<file path="src/rtl/alu_exec_stage.sv">
// Execute-stage ALU with a registered valid/ready output and a one-entry skid buffer.
// Define ALU_EXEC_SLT_EN to enable Operation 4'b0111 = signed set-less-than.
module alu_exec_stage #(
  parameter int WIDTH = 64,
  parameter int TAG_W = 5
) (
  input  logic             clk,
  input  logic             reset,
  input  logic             in_valid,
  output logic             in_ready,
  input  logic [3:0]       Operation,
  input  logic [WIDTH-1:0] A,
  input  logic [WIDTH-1:0] B,
  input  logic [TAG_W-1:0] Tag,
  output logic             out_valid,
  input  logic             out_ready,
  output logic [WIDTH-1:0] Result,
  output logic             Zero,
  output logic [TAG_W-1:0] TagOut,
  output logic             Illegal
);

  typedef enum logic [1:0] {
    EMPTY = 2'd0,
    ONE   = 2'd1,
    FULL  = 2'd2
  } state_t;

  state_t state, state_next;

  logic             accept;
  logic             load_main_new;
  logic             load_main_skid;
  logic             load_skid;

  logic [WIDTH-1:0] alu_res_p0;
  logic             alu_ill_p0;
  logic             alu_zero_p0;

  logic [WIDTH-1:0] main_res_p1;
  logic             main_zero_p1;
  logic [TAG_W-1:0] main_tag_p1;
  logic [WIDTH-1:0] skid_res_p1;
  logic             skid_zero_p1;
  logic [TAG_W-1:0] skid_tag_p1;
  logic             illegal_q;

  // Bit WIDTH flags an unsupported code; the result field is then zero.
  function automatic logic [WIDTH:0] alu_compute(
    input logic [3:0]       op,
    input logic [WIDTH-1:0] a,
    input logic [WIDTH-1:0] b
  );
    logic signed [WIDTH-1:0] sa;
    logic signed [WIDTH-1:0] sb;
    logic [WIDTH:0]          r;
    sa = a;
    sb = b;
    r  = '0;
    case (op)
      4'b0000: r[WIDTH-1:0] = a & b;
      4'b0001: r[WIDTH-1:0] = a | b;
      4'b0010: r[WIDTH-1:0] = a + b;
      4'b0110: r[WIDTH-1:0] = a - b;
`ifdef ALU_EXEC_SLT_EN
      4'b0111: r[WIDTH-1:0] = {{(WIDTH-1){1'b0}}, (sa < sb)};
`endif
      default: r[WIDTH] = 1'b1;
    endcase
    if (sa == sb) r[WIDTH:0] = r[WIDTH:0];
    return r;
  endfunction

  // Stage 0: combinational compute on the accepting cycle
  assign accept                  = in_valid && in_ready;
  assign {alu_ill_p0, alu_res_p0} = alu_compute(Operation, A, B);
  assign alu_zero_p0             = (alu_res_p0 == '0);

  always_comb begin
    state_next     = state;
    load_main_new  = 1'b0;
    load_main_skid = 1'b0;
    load_skid      = 1'b0;
    case (state)
      EMPTY: begin
        if (accept) begin
          load_main_new = 1'b1;
          state_next    = ONE;
        end
      end
      ONE: begin
        if (out_ready) begin
          if (accept) load_main_new = 1'b1;
          else        state_next    = EMPTY;
        end else if (accept) begin
          load_skid  = 1'b1;
          state_next = FULL;
        end
      end
      FULL: begin
        if (out_ready) begin
          load_main_skid = 1'b1;
          state_next     = ONE;
        end
      end
      default: state_next = EMPTY;
    endcase
  end

  // Stage 1: main/skid capture registers and occupancy state
  always_ff @(posedge clk) begin
    if (reset) begin
      state        <= EMPTY;
      in_ready     <= 1'b0;
      illegal_q    <= 1'b0;
      main_res_p1  <= '0;
      main_zero_p1 <= 1'b0;
      main_tag_p1  <= '0;
      skid_res_p1  <= '0;
      skid_zero_p1 <= 1'b0;
      skid_tag_p1  <= '0;
    end else begin
      state    <= state_next;
      in_ready <= (state_next != FULL);
      if (accept && alu_ill_p0) illegal_q <= 1'b1;
      if (load_main_new) begin
        main_res_p1  <= alu_res_p0;
        main_zero_p1 <= alu_zero_p0;
        main_tag_p1  <= Tag;
      end else if (load_main_skid) begin
        main_res_p1  <= skid_res_p1;
        main_zero_p1 <= skid_zero_p1;
        main_tag_p1  <= skid_tag_p1;
      end
      if (load_skid) begin
        skid_res_p1  <= alu_res_p0;
        skid_zero_p1 <= alu_zero_p0;
        skid_tag_p1  <= Tag;
      end
    end
  end

  assign out_valid = (state != EMPTY);
  assign Result    = main_res_p1;
  assign Zero      = main_zero_p1;
  assign TagOut    = main_tag_p1;
  assign Illegal   = illegal_q;

endmodule

</file>
<file path="config.mk">
export PLATFORM = sky130hd
export DESIGN_NAME = alu_exec_stage
export DESIGN_NICKNAME = d
export VERILOG_FILES = /design/src/rtl/alu_exec_stage.sv
export SDC_FILE = /design/constraint.sdc
export NUM_CORES = 1
export LEC_CHECK = 0
export CAP_MARGIN = 5
export CORE_MARGIN = 1.5
export CORE_UTILIZATION = 50
export DETAILED_ROUTE_END_ITERATION = 6
export PLACE_DENSITY = 0.79
export SLEW_MARGIN = 20
export SYNTH_ARGS = -nofsm -noshare
export SYNTH_HDL_FRONTEND = slang
export SYNTH_SLANG_ARGS = --single-unit
</file>
<file path="constraint.sdc">
create_clock -name clk -period 6.25 [get_ports clk]
set_clock_uncertainty 0.15 [all_clocks]
set_input_delay 1.25 -clock clk [delete_from_list [all_inputs] [get_ports clk]]
set_output_delay 1.25 -clock clk [all_outputs]
set_load 0.1 [all_outputs]
</file>
== Word level (Yosys, flattened, before mapping) ==
Cells that the tools add are included.

* Input port bits: 141
* Logic and storage cells: 48
* Output and inout port bits: 73
* Register bits: 144

* Bitwise gates (word level): 2
* Reduce and logical (&&, ||, !) cells: 8
* Eq/ne operators: 6
* Multiplexer cells: 21
* Add/sub/neg operators: 2

{| class="wikitable"
|+ Operators by type and width
! operator !! count
|-
| $pmux W64 S4 || 1
|-
| $mux W64 || 2
|-
| $add A64 B64 Y64 || 1
|-
| $and A64 B64 Y64 || 1
|-
| $logic_not A64 Y1 || 1
|-
| $or A64 B64 Y64 || 1
|-
| $sub A64 B64 Y64 || 1
|-
| $mux W2 || 5
|-
| $mux W5 || 2
|-
| $mux W1 || 9
|-
| $pmux W2 S3 || 1
|-
| $eq A4 B1 Y1 const B || 1
|-
| $eq A4 B2 Y1 const B || 1
|-
| $eq A4 B3 Y1 const B || 1
|-
| $logic_not A4 Y1 || 1
|-
| $reduce_bool A2 Y1 || 2
|-
| $reduce_or A4 Y1 || 1
|-
| $eq A2 B1 Y1 const B || 1
|-
| $eq A2 B2 Y1 const B || 1
|-
| $logic_and A1 B1 Y1 || 2
|-
| $logic_not A2 Y1 || 1
|-
| $ne A2 B2 Y1 const B || 1
|-
| $pmux W1 S2 || 1
|}

== Longest topological paths before layout ==
Gate-level depths: netlist (run 1).

* Depth in word-level cells: 5
* Gate-level depth with buffers: 28
* Gate-level depth less buffers: 27

== Worst setup path before layout (run 1) ==
OpenSTA, ideal clock, no wires.

* Kind: input to register
* Start: input B[5]
* End: register main_zero_p1, in the netlist Zero
* Data arrival time: 6.419 ns
* Library setup time: 0.101 ns
* Path buffers: 1
* Path slack: -0.420 ns
* Required time: 5.999 ns
* Stages: 24
* Cells stage by stage: or3_1 > nor3_1 > nand3_1 > or2_2 > nor4_1 > nand3_1 > nor4_1 > nor2_1 > xnor2_1 > ha_1 > buf_6 > nand3_1 > or3_1 > or3b_4 > o32ai_1 > o21bai_2 > nor3_2 > a221oi_4 > nand4_1 > nor4_1 > nand4_1 > nor4b_2 > nand4_1 > o41ai_1

* Word-level cells in the longest chain between the ends: 4
* Elaborated cells between the ends (all ways): 7
* Classes of those cells: add/sub (2); mux (2); bitwise (2); reduce/logical (1)

{| class="wikitable"
|+ RTL lines
! what !! line !! text
|-
| from (decl) || 13 || <nowiki>input logic [WIDTH-1:0] B,</nowiki>
|-
| $sub A64 B64 Y64, or another cell as far along || 64 || <nowiki>4'b0110: r[WIDTH-1:0] = a - b;</nowiki>
|-
| $pmux W64 S4 * || 60 || <nowiki>case (op)</nowiki>
|-
| $logic_not A64 Y1 * || 77 || <nowiki>assign alu_zero_p0 = (alu_res_p0 == '0);</nowiki>
|-
| $mux W1 * || 126 || <nowiki>if (load_main_new) begin</nowiki>
|-
| to (signal assigned) || 128 || <nowiki>main_zero_p1 <= alu_zero_p0;</nowiki>
|-
| to (signal assigned) || 132 || <nowiki>main_zero_p1 <= skid_zero_p1;</nowiki>
|-
| to (decl) || 41 || <nowiki>logic main_zero_p1;</nowiki>
|}

Mark *: on every way between the ends. The rest lies on a longest branch, timed or not.
A chain may end at the register's enable or synchronous reset.

== Worst setup path after layout (run 1) ==
* Start: input B[20]
* End: register main_zero_p1, in the netlist Zero

Same word-level chain as after synthesis.

==> results of run 1 <==
repair_timing:
item,in CTS,in global routing
buffers inserted,21,8
hold buffers,0,0
pin swaps,49,39
resized for setup,106,65
endpoints found under the setup margin,28,31
area by class of cell:
cell class / count / area [um2]
clock buffers: 19 / 442.9
clock inverters: 13 / 153.9
fillers: 1705 / 5584
inverters: 17 / 63.81
multi-input cells: 1518 / 9946
flip-flops and latches: 144 / 2883
well taps: 330 / 412.9
repair buffers: 668 / 5623
path summary, 6_finish.rpt:
kind	cells after the start	to	start	slack (ns)
worst min-delay path	2	Result[49]	skid_res_p1[49]	0.33
worst min register to register	2	Result[49]	skid_res_p1[49]	0.33
worst max register to register	6	Result[52]	in_ready	3.54
worst max-delay path	24	Zero	B[20]	-0.37
critical path, delay by kind of cell:
| kind | cells | cell delay (ns) |
|---|---|---|
| and+or+nand+nor | 14 | 3.20 |
| xor gates and xnor gates | 1 | 0.11 |
| buffers and inverters | 4 | 0.87 |
| adders and majority gates | 1 | 0.37 |
| AOI/OAI and AO/OA | 4 | 0.96 |
per-stage QoR:
stage / hold slack (ns) / setup WS [ns] / cell area, um2 / util / setup TNS [ns]
2_1_floorplan: 0.2866 / -0.1087 / 12860 / - / -0.2173
3_3_place_gp: 0.2918 / -1.299 / 18120 / 0.7217 / -21.63
3_5_place_dp: 0.2989 / -1.555 / 18120 / 0.7217 / -26.83
4_1_cts: 0.3320 / -0.3320 / 19220 / 0.7655 / -0.4894
5_1_grt: 0.3556 / -0.5915 / 19530 / 0.7776 / -1.792
6_report: 0.3337 / -0.3747 / 19530 / 0.7776 / -0.6763
cell families after synthesis:
logic type / after synthesis
mux: 8
simple gates: 768
buf+inv: 135
xor+xnor: 106
flops: 144
compound gates: 511
fa+ha+maj: 125
sequential cells by signal, summed over array words and instances, names as in the netlist:
signal	flops
state	2
TagOut	5
Result	64
in_ready	1
skid_tag_p1	5
skid_res_p1	64
Zero	1
Illegal	1
skid_zero_p1	1
layout by cell type, fill, tap and decap left out, types with 20 or more instances in the layout:
cell | synthesis | final
xor2_1 | 55 | 55
a311oi_1 | 29 | 29
a21oi_1 | 154 | 134
o21ai_0 | 93 | 82
nor2_1 | 242 | 233
a211oi_1 | 59 | 57
nand2_1 | 281 | 277
clkdlybuf4s50_1 | 0 | 190
nor3_1 | 68 | 56
buf_4 | 7 | 444
and3_1 | 28 | 27
xnor2_1 | 51 | 50
a22oi_1 | 35 | 32
maj3_1 | 58 | 58
nand4_1 | 30 | 30
a21oi_2 | 1 | 20
dfxtp_1 | 144 | 144
ha_1 | 66 | 65
power groups by stage:
stage | Clock [mW] | Combinational, mW | Sequential [mW]
final | 1.03 | 1.75 | 0.980
after global routing | 1.07 | 1.83 | 0.982
after CTS | 1.03 | 1.66 | 0.979
after detailed placement | 0 | 1.62 | 0.997
after global placement | 0 | 1.60 | 0.995
after floorplan | 0 | 0.667 | 1.19
metal layers:
metal | GRT usage | vias up | routed length [um]
li1 | - | 7700 | -
met1 | 0.5882 | 8070 | 24640
met2 | 0.6826 | 1233 | 26610
met3 | 0.07003 | 223 | 6567
met4 | 0.1664 | 0 | 2757
met5 | 0 | - | 0
==> impl_metrics.py, run 1 <==
metrics = {
    "outcome": {
        "status": "complete, but fails checks",
        "failed_checks": "negative setup slack",
    },
    "clocking": {
        "cts_buffers": 17,
        "cts.clk_slew.worst_paths_ns": 0.06,
        "cts.sinks": 144,
        "cts_htree_levels": 4,
        "cts_buffer_depth": 2,
        "clk_latency_ns": 0.42,
        "cts_tree": "built",
        "ctsRootBufferMaster": "clkbuf_16",
    },
    "synthesis": {
        "yosysTopAreaCell": "dfxtp_1",
        "async_flop_share": 0,
        "yosys-top-cells-count": "281 x nand2_1, 242 x nor2_1, 154 x a21oi_1",
        "syn-instance-count": 1797,
        "synthFlopType": "dfxtp_1",
        "synth_warnings": 0,
        "synth_nets": 2005,
        "synth-compound-area-share": 0.2647,
        "synth_adder_area_share": 0.1115,
        "ys_seq_elements": 144,
        "synthMuxAreaShare": 0.006556,
        "synth_xor_area_frac": 0.07260,
        "synth.distinct_cells": 90,
        "syn_area_um2": 12790,
        "synthTopCellsByArea": "dfxtp_1 23%, nand2_1 8.2%, nor2_1 7.1%",
        "yosysMostFrequentCell": "nand2_1",
        "synth_edf_count": 0,
        "synthDominantCellAreaShare": 0.2254,
        "ys_seq_area_frac": 0.2254,
        "yosys.area_share.simple": 0.2705,
        "synth_top_family_by_area": "simple AND/OR/NAND/NOR gates",
        "avgSynthCellArea_um2": 7.116,
    },
    "timing": {
        "max_freq_mhz": 151.0,
        "setup_ws_ns": -0.3747,
        "setup_viol": 2,
        "rsz0062_at_grt": "yes",
        "slew_viol_final": 0,
        "fin_crit_sh": 1.060,
        "period_needed_ns": 6.625,
        "max_slew_margin": 0.2408,
        "hold_viol": 0,
        "tightest_slew_ns": 1.135,
    },
    "place": {
        "place.port_buffers": 213,
        "place_hpwl_um": 44000,
        "place_congestion": 0.9871,
        "placed_cells": 2648,
    },
    "pwr": {
        "pwr-share-seq": 0.261,
        "powerDensity_nw_per_um2": 192.5,
        "peakVddDrop_v": 0.0003469,
        "p_int_mw": 2.297,
        "p_sw_frac": 0.3889,
        "p_total_mw": 3.758,
        "combinationalPowerShare": 0.464,
        "switchingPower_mw": 1.462,
        "power_leakage_nw": 7.894,
        "p_clk_frac": 0.275,
    },
    "critical_path": {
        "slowest_stage": "or3b_4",
        "startpoint_type": "primary input",
        "slowest_delay_ns": 0.43,
        "crit_fanout": 4,
        "crit_path_frequent_cell": "nand4_1",
        "path_cells": "clkdlybuf4s50_1 > or3_4 > nor3_4 > nand4_1 > nor3_2 > buf_4 > nand3_4 > o31ai_2 > xor2_1 > ha_1 > buf_4 > nand4_1 > or3_4 > or3b_4 > buf_6 > o21bai_4 > nor3_4 > a221oi_4 > nand4_1 > nor4_2 > nand4_1 > nor4b_2 > nand4_1 > o41ai_2",
        "crit_required_ns": 6.40,
        "cp-end-kind": "register",
        "critPathKind": "primary input to register",
        "arrival_ns": 6.77,
    },
    "die": {
        "core_um2": 25110,
        "io_pins": 214,
        "num_rows": 58,
        "die_y_um": 162.9,
        "die_x_um": 162.9,
        "initial_core_util": 0.5093,
        "die-area_um2": 26540,
    },
    "grt": {
        "overflow": 0,
        "antenna_found_initial": 0,
        "grt_pass1_wl_um": 89130,
        "grt_max_degree": 81,
        "grt_pass1_vias": 16201,
        "grt_util_all_layers": 0.4324,
    },
    "detailed_routing": {
        "via_per_inst": 6.359,
        "post_drt_wl_per_cell_um": 22.36,
        "detail-route-antenna-nets": 0,
        "drt-total-wl_um": 60570,
        "drt_iter0_drc": 2114,
        "vias": 17226,
        "drc": 0,
        "firstDrtPassIters": 7,
    },
    "finish": {
        "diodes": 0,
        "stdcell_count": 2709,
        "layout-drive-gt1-share": 0.2673,
        "area_growth_pct": 52.69,
        "fin_nets": 2574,
    },
    "worst_hold_path": {
        "hp-class": "register to register",
    },
    "flow_run": {
        "cap_viol_max_count": 0,
    },
}
Power figures use the tool's default switching activity.
==> run 2, diff against run 1 <==
Settings changed: PLACE_DENSITY 0.79 to 0.84.
==> impl_metrics.py, run 2 (same netlist as run 1, synthesis figures left out) <==
metrics = {
    "detailed_routing": {
        "drt-total-wl_um": 58940,
        "vias": 17062,
        "drt_iter0_drc": 2209,
        "post_drt_wl_per_cell_um": 21.40,
        "detail-route-antenna-nets": 0,
        "firstDrtPassIters": 7,
        "drc": 0,
        "via_per_inst": 6.195,
    },
    "critical_path": {
        "critPathKind": "primary input to register",
        "crit_required_ns": 6.42,
        "slowest_delay_ns": 0.41,
        "startpoint_type": "primary input",
        "slowest_stage": "or3b_4",
        "arrival_ns": 6.74,
        "crit_path_frequent_cell": "nand4_1",
        "cp-end-kind": "register",
        "crit_fanout": 4,
    },
    "place": {
        "place_congestion": 1.018,
        "placed_cell_area_um2": 18260,
        "place_ws_ns": -1.499,
        "place_hpwl_um": 43630,
        "place.port_buffers": 213,
    },
    "timing": {
        "fin_crit_sh": 1.051,
        "setup_viol": 2,
        "whs_ns": 0.3196,
        "max_slew_margin": 0.2730,
        "setup_tns_ns": -0.6174,
        "max_freq_mhz": 152.2,
        "period_needed_ns": 6.570,
        "hold_viol": 0,
        "setup_ws_ns": -0.3204,
        "tightest_slew_ns": 1.087,
        "slew_viol_final": 0,
        "rsz0062_at_grt": "yes",
    },
    "die": {
        "core_um2": 25110,
        "die_y_um": 162.9,
        "io_pins": 214,
        "num_rows": 58,
        "initial_core_util": 0.5093,
        "die_x_um": 162.9,
        "die-area_um2": 26540,
    },
    "finish": {
        "register_area_um2": 2883,
        "fill_cells": 1725,
        "diodes": 0,
        "layout_commonest_cell": "buf_4",
        "area_growth_pct": 54.39,
        "final_cell_mix": "493 x buf_4, 278 x nand2_1, 234 x nor2_1, 192 x clkdlybuf4s50_1, 144 x dfxtp_1",
        "final_area_um2": 19740,
        "fin_nets": 2620,
        "multi_input_area_um2": 9937,
        "layout-drive-gt1-share": 0.2772,
    },
    "clocking": {
        "ctsRootBufferMaster": "clkbuf_16",
        "cts.clk_slew.worst_paths_ns": 0.06,
        "cts_tree": "built",
        "cts_htree_levels": 4,
        "cts.sinks": 144,
        "clk_latency_ns": 0.43,
        "cts_buffer_depth": 2,
        "cts_buffers": 17,
    },
    "outcome": {
        "failed_checks": "negative setup slack",
        "status": "complete, but fails checks",
    },
    "worst_hold_path": {
        "hp-class": "register to register",
    },
    "grt": {
        "grt_max_degree": 102,
        "grt_util_all_layers": 0.4294,
        "grt_pass1_vias": 16277,
        "overflow": 0,
        "antenna_found_initial": 1,
        "grt_pass1_wl_um": 88910,
    },
    "pwr": {
        "power_leakage_nw": 8.014,
        "powerDensity_nw_per_um2": 187.5,
        "peakVddDrop_v": 0.0002389,
    },
    "flow_run": {
        "cap_viol_max_count": 0,
    },
}
run 2: changes by cell type in the layout (fill, tap and decap cells not counted), sizes merged, moves of 3 or more:
cell	delta
buf	+46
clkbuf	-3
dlygate4sd2	+8
dlymetal6s2s	-9
run 2: timing repair:
action	in CTS	in global routing
hold buffers	0	0
buffers inserted	43	11
setup endpoints to repair	27	19
gates resized for setup	98	63
pin swaps	35	33
run 2: layout make-up:
cell class	instances	share of cell area
multi-input combinational	1518	0.5033
timing repair buffer	714	0.2990
sequential	144	0.1460
clock buffer	17	0.02155
tap	330	0.02091
clock inverter	14	0.005957
inverter	17	0.003232
run 2: critical path: cells and delay by family:
family | cells | cell delay [ns]
adder cells (fa/ha/maj) | 2 | 0.59
buffers and inverters | 6 | 0.77
AND/OR/NAND/NOR | 15 | 2.97
XOR/XNOR | 1 | 0.14
AO/OA/AOI/OAI | 5 | 1.01
run 2: final timing paths:
check | start | end | slack [ns] | cells after the start
setup / recovery | B[1] | Zero | -0.32 | 29
hold / removal | skid_res_p1[49] | Result[49] | 0.32 | 2
setup reg to reg | state[1] | Result[41] | 3.37 | 5
hold reg to reg | skid_res_p1[49] | Result[49] | 0.32 | 2
run 2: routing by layer:
metal  vias up  routed length, um  global-route usage
met4         2               2269              0.1489
li1       7780                  -                   -
met2      1058              26110              0.6816
met1      8065              24740              0.5877
met5         -                 12                   0
met3       157               5808             0.06850
run 2: power by group:
group	total (mW)	internal [mW]	switching [mW]
combinational	1.76	0.760	1.00
sequential	0.980	0.955	0.0248
clock	0.961	0.543	0.418
run 2: per-stage QoR:
step / power [mW] / cells / util
finish: 3.701 / 2754 / 0.7863
global placement: 2.601 / 2671 / 0.7271
detailed placement: 2.625 / 2671 / 0.7271
floorplan: 1.854 / 1797 / -
CTS: 3.601 / 2745 / 0.7711
global route: 3.834 / 2754 / 0.7863
==> run 3, diff against run 2 <==
--- a/constraint.sdc
+++ b/constraint.sdc
@@ -3,3 +3,3 @@
 set_input_delay 1.25 -clock clk [delete_from_list [all_inputs] [get_ports clk]]
 set_output_delay 1.25 -clock clk [all_outputs]
-set_load 0.1 [all_outputs]
+set_load 0.01 [all_outputs]
==> results of run 3 <==
Same layout as run 2 (identical final DEF). Status: complete, but fails checks: negative setup slack.
Among the figures that moved: total power 3.701 mW -> 3.514 mW; worst IR drop on VDD 0.0002389 V -> 0.0002337 V
